### config.mk
export PLATFORM = sky130hd
export DESIGN_NAME = glyph_fetch_ctrl
export DESIGN_NICKNAME = d
export VERILOG_FILES = /design/src/rtl/glyph_fetch_ctrl.sv
export SDC_FILE = /design/constraint.sdc
export NUM_CORES = 1
export LEC_CHECK = 0
export ABC_AREA = 1
export BUFFER_PORTS_ARGS = -buffer_cell sky130_fd_sc_hd__buf_2
export CORE_MARGIN = 3
export CORE_UTILIZATION = 47
export CTS_BUF_LIST = sky130_fd_sc_hd__clkbuf_4 sky130_fd_sc_hd__clkbuf_8 sky130_fd_sc_hd__clkbuf_16
export DETAILED_ROUTE_END_ITERATION = 8
export HOLD_SLACK_MARGIN = 0.12
export PLACE_DENSITY = 0.76
export SETUP_SLACK_MARGIN = 0.05
export SYNTH_ARGS = -nofsm -noshare
export SYNTH_HDL_FRONTEND = slang
export SYNTH_SLANG_ARGS = --single-unit
export TNS_END_PERCENT = 50
### constraint.sdc
create_clock -name clk -period 1.45 [get_ports clk]
set_clock_uncertainty 0.15 [all_clocks]
set_input_delay 0.3625 -clock clk [delete_from_list [all_inputs] [get_ports clk]]
set_output_delay 0.3625 -clock clk [all_outputs]
set_load 0.005 [all_outputs]
### src/rtl/glyph_fetch_ctrl.sv
// Text-mode tile fetch controller: shares one single-port tile RAM between
// display prefetch (strict priority) and CPU read/write requests.
//
// state     | meaning
// ----------+----------------------------------------------------------
// IDLE      | arbitrate: pending/trigger display fetch first, else CPU
// DISP_RD   | present next-tile address to the tile RAM
// DISP_LAT  | RAM read latency; capture tile code into next_value
// CPU_WR    | one-cycle write strobe (suppressed for out-of-range addr)
// CPU_RD    | present CPU address to the tile RAM
// CPU_RDLAT | RAM read latency; capture read data for the CPU
module glyph_fetch_ctrl #(
  parameter int COLS = 80,
  parameter int ROWS = 60,
  parameter int HVIS = 640,
  parameter int VVIS = 480
) (
  input  logic        clk,
  input  logic        rst,
  input  logic [9:0]  hcount,
  input  logic [9:0]  vcount,
  input  logic        cpu_req,
  input  logic        cpu_we,
  input  logic [12:0] cpu_addr,
  input  logic [3:0]  cpu_wdata,
  output logic        cpu_ack,
  output logic [3:0]  cpu_rdata,
  output logic [12:0] mem_addr,
  output logic        mem_we,
  output logic [3:0]  mem_wdata,
  input  logic [3:0]  mem_rdata,
  output logic [3:0]  glyph_value
);

  typedef enum logic [2:0] {
    IDLE,
    DISP_RD,
    DISP_LAT,
    CPU_WR,
    CPU_RD,
    CPU_RDLAT
  } state_t;

  localparam logic [12:0] COLS_W   = 13'(COLS);
  localparam logic [12:0] NTILES   = 13'(COLS * ROWS);
  localparam logic [6:0]  LAST_COL = 7'(COLS - 1);
  localparam logic [10:0] HVIS_W   = 11'(HVIS);
  localparam logic [10:0] VVIS_W   = 11'(VVIS);

  state_t      state, state_nxt;
  logic [9:0]  hcount_q;
  logic        hchange, trigger, glyph_load;
  logic        pending;
  logic [6:0]  col_cur, col_nxt, row_nxt;
  logic [10:0] vnext;
  logic [12:0] tile_nxt, fetch_addr;
  logic [3:0]  next_value;
  logic        cpu_valid, rd_valid;
  logic        enter_disp;

  // row*COLS built from the constant bits of COLS, so it reduces to shift-adds
  function automatic logic [12:0] tile_addr(input logic [6:0] row, input logic [6:0] col);
    logic [12:0] acc;
    acc = '0;
    for (int i = 0; i < 13; i++) begin
      if (COLS_W[i]) acc = acc + ({6'b0, row} << i);
    end
    return acc + {6'b0, col};
  endfunction

  assign hchange    = (hcount != hcount_q) && ({1'b0, hcount} < HVIS_W);
  assign trigger    = hchange && (hcount[2:0] == 3'd4);
  assign glyph_load = hchange && (hcount[2:0] == 3'd0);
  assign cpu_valid  = (cpu_addr < NTILES);

  always_comb begin
    col_cur = hcount[9:3];
    vnext   = {1'b0, vcount} + 11'd1;
    if (col_cur < LAST_COL) begin
      col_nxt = 7'(col_cur + 7'd1);
      row_nxt = vcount[9:3];
    end else begin
      col_nxt = 7'd0;
      row_nxt = (vnext >= VVIS_W) ? 7'd0 : vnext[9:3];
    end
    tile_nxt = tile_addr(row_nxt, col_nxt);
  end

  always_ff @(posedge clk or posedge rst) begin
    if (rst) state <= IDLE;
    else     state <= state_nxt;
  end

  always_comb begin
    state_nxt  = state;
    mem_addr   = '0;
    mem_we     = 1'b0;
    mem_wdata  = '0;
    enter_disp = 1'b0;
    case (state)
      IDLE: begin
        if (pending || trigger) begin
          state_nxt  = DISP_RD;
          enter_disp = 1'b1;
        end else if (cpu_req && !cpu_ack) begin
          state_nxt = cpu_we ? CPU_WR : CPU_RD;
        end
      end
      DISP_RD: begin
        mem_addr  = fetch_addr;
        state_nxt = DISP_LAT;
      end
      DISP_LAT: state_nxt = IDLE;
      CPU_WR: begin
        mem_addr  = cpu_addr;
        mem_wdata = cpu_wdata;
        mem_we    = cpu_valid;
        state_nxt = IDLE;
      end
      CPU_RD: begin
        mem_addr  = cpu_addr;
        state_nxt = CPU_RDLAT;
      end
      CPU_RDLAT: state_nxt = IDLE;
      default:   state_nxt = IDLE;
    endcase
  end

  always_ff @(posedge clk or posedge rst) begin
    if (rst) begin
      hcount_q    <= '0;
      pending     <= 1'b0;
      fetch_addr  <= '0;
      next_value  <= '0;
      glyph_value <= '0;
      cpu_rdata   <= '0;
      cpu_ack     <= 1'b0;
      rd_valid    <= 1'b0;
    end else begin
      hcount_q <= hcount;
      if (trigger) fetch_addr <= tile_nxt;
      // a trigger that launches the fetch in the same cycle is already served
      if (enter_disp)   pending <= 1'b0;
      else if (trigger) pending <= 1'b1;
      if (state == DISP_LAT) next_value <= mem_rdata;
      if (glyph_load) glyph_value <= next_value;
      cpu_ack <= (state == CPU_WR) || (state == CPU_RDLAT);
      if (state == CPU_RD) rd_valid <= cpu_valid;
      if (state == CPU_RDLAT) cpu_rdata <= rd_valid ? mem_rdata : 4'h0;
    end
  end

endmodule

==> metrics.cfg <==
[status]
outcome = finished with violations
violations = setup timing

[detailed_routing]
drt_wl_total_um = 9900
firstDrtPassIters = 4
drt-initial-drc-count = 217
drc = 0
wl_per_cell_um = 17.4
routed_via_density = 5.41
vias = 3079
antenna_left = 0

[timing]
hold_violations = 0
slew_violations = 0
rsz0062_at_grt = yes
worst_slew_pin_slew_ns = 0.441
final_min_period_over_clock_period_pct = 192
setup_viol = 40
finalCriticalPeriod_ns = 2.78
slew_headroom_pct = 70.4
fin_ws_ns = -1.33
fmax_ghz = 0.360
fin_tns_setup_ns = -20.61

[floorplan]
dieArea_um2 = 6350
num_rows = 26
coreArea_um2 = 5170
ios = 72
die_w_um = 79.7
start_util_pct = 49.4
dieHeight_um = 79.7

[setup_path]
setup.worst_path.class = input pin to register
crit_path_end_kind = register
crit_buf_inv = 3
crit_fanout = 3
worst_ep_arrival_time_ns = 2.84
path_cells = buf_12 -> inv_8 -> nor3_4 -> nand2_2 -> nand2_2 -> nand2_4 -> nor2_4 -> xnor2_1 -> nor2_2 -> fa_2 -> buf_6 -> fa_2 -> nand4_1 -> nand3_1 -> xnor2_1 -> o21ai_1
cp_top_family = adder cells
slowest_stage = fa_2
slowest_delay_ns = 0.49
worst_setup_path_start_kind = input pin
r2r_slack_ns = -0.31
critPathRequiredTime_ns = 1.51

[finish]
syn_to_final_growth_pct = 75.2
drive_gt1_share_pct = 56.5
instances_no_fill = 569
diodes = 0
final_nets = 559
finish.instance_area_um2 = 4470
utilization_pct = 86.5

[place]
gp_congestion = 0.864
dp.cells = 539
io_buffers = 71
hpwlAfterDp_um = 5520
placedInstanceArea_um2 = 3690

[logic_synthesis]
synth.avg_cell_area_um2 = 7.79
synthFlopType = dfrtp_1
synth_edf_count = 0
synth.net_count = 389
synth_seq_cells = 41
synth_warnings = 0
synth_cell_type_count = 33
syn-instance-count = 328
async_flop_share_pct = 100
syn_area_um2 = 2550
seq_area_frac_synth_pct = 40.2

[global_route]
grt_max_degree = 30
antenna_found_initial = 0
grt_util_all_layers_pct = 28.9
grt_overflow = 0
grt_pass1_wl_um = 14100
grt_pass1_vias = 3104

[cts]
cts_tree = done
h-tree-depth = 2
cts_root_buf = clkbuf_8
clockBufferDepth = 2
insertion_delay_ns = 0.31
cts.sink_count = 41
numCtsBuffers = 5
clk_pin_slew_worst_paths_ns = 0.09

[hold_path]
hold_class = input pin to register

[pwr]
p_per_area_nw_per_um2 = 1240
peakVddDrop_mv = 0.714
power_leakage_nw = 2.33

[flow_run]
drv_cap = 0

layer usage:
metal	track usage (%)	share of wire (%)	vias up
li1	-	-	1409
met1	28.9	35	1465
met2	55.6	53	148
met3	4.29	5.1	57
met4	16.7	6.3	0
met5	0	0	-
synthesized netlist by cell type, types with 3 or more instances:
cell type,count,area share [%]
nor2_1,34,5.0
inv_1,50,7.3
a32o_1,4,1.6
nor3_1,9,1.8
xnor2_1,6,2.1
o21ai_0,22,4.3
nand3_1,19,3.7
nand2_2,3,0.74
dfrtp_1,41,40
a31oi_1,3,0.74
nand4_1,4,0.98
a21oi_1,18,3.5
xor2_1,6,2.1
ha_1,14,6.9
nand2_1,69,10
worst reg2reg max path, cell delays in order (launching register included):
cell and delay [ns]:
dfrtp_1 0.38, inv_1 0.06, nand2_1 0.09, nand4_1 0.13, nor2_1 0.22, nand2_2 0.12
nand3_4 0.13, buf_12 0.19, nor2_1 0.08, a21oi_1 0.13
final cells by class:
type | instances | area, um^2
tap | 70 | 87.6
sequential | 41 | 1030
inverter | 53 | 248
clock inverter | 3 | 17.5
timing repair buffer | 167 | 1180
clock buffer | 5 | 68.8
fill | 238 | 699
multi-input combinational | 230 | 1850
layout by cell type, fill, tap and decap left out, drive strengths merged, types with 2 or more instances in the layout:
master / Yosys / final
a32o: 4 / 4
inv: 53 / 52
xnor2: 6 / 6
ha: 14 / 14
dfrtp: 41 / 41
xor2: 6 / 6
clkbuf: 1 / 5
buf: 3 / 164
clkinv: 0 / 2
a31oi: 3 / 3
nor3: 10 / 10
nand4: 4 / 4
o31ai: 2 / 2
nor2: 37 / 37
nand2: 73 / 73
nand3: 21 / 21
o21ai: 24 / 24
a21oi: 18 / 18
clkinvlp: 0 / 2
or2: 2 / 2
fa: 2 / 2
dlygate4sd3: 0 / 3
sequential cells by signal, summed over array words and instances (netlist names):
name,count
cpu_ack,1
cpu_rdata,4
fetch_addr,13
glyph_value,4
hcount_q,10
next_value,4
pending,1
rd_valid,1
state,3
final timing paths:
kind,endpoint,cells past startpoint,start
max,fetch_addr[11],16,hcount[3]
min,hcount_q[5],2,hcount[5]
max reg2reg,fetch_addr[6],9,hcount_q[4]
min reg2reg,cpu_rdata[3],2,cpu_rdata[3]
max in group asynchronous,state[1],4,rst
min in group asynchronous,glyph_value[1],3,rst
through the flow:
step	total power [mW]	hold WS (ns)	worst slack, ns
finish	5.56	0.139	-1.33
floorplan	2.84	0.198	-1.37
global placement	3.80	0.186	-1.55
global route	5.86	0.133	-1.53
CTS	5.06	0.126	-1.19
detailed placement	3.90	0.186	-1.66
cell families (layout without fill, tap and decap cells):
group | after synthesis | in the layout | share of synthesized area (%)
AND/OR/NAND/NOR | 147 | 147 | 25.6
buffers and inverters | 57 | 228 | 8.97
AO/OA/AOI/OAI | 55 | 55 | 12.7
flip-flops | 41 | 41 | 40.2
adder cells (fa/ha/maj) | 16 | 16 | 8.43
XOR/XNOR | 12 | 12 | 4.12
report_power, final:
group | total, mW | leakage [nW] | switching (mW) | internal (mW)
Clock | 0.777 | 0.0439 | 0.444 | 0.333
Sequential | 1.72 | 0.494 | 0.248 | 1.47
Combinational | 3.06 | 1.80 | 1.60 | 1.47
repair_timing:
action | 4_1_cts | 5_1_grt
setup endpoints to repair | 42 | 48
hold endpoints to repair | 14 | 0
hold buffers | 3 | 0
gates resized for setup | 66 | 51
setup buffers | 14 | 6
pin swaps | 37 | 24
Power figures use the tool's default switching activity.
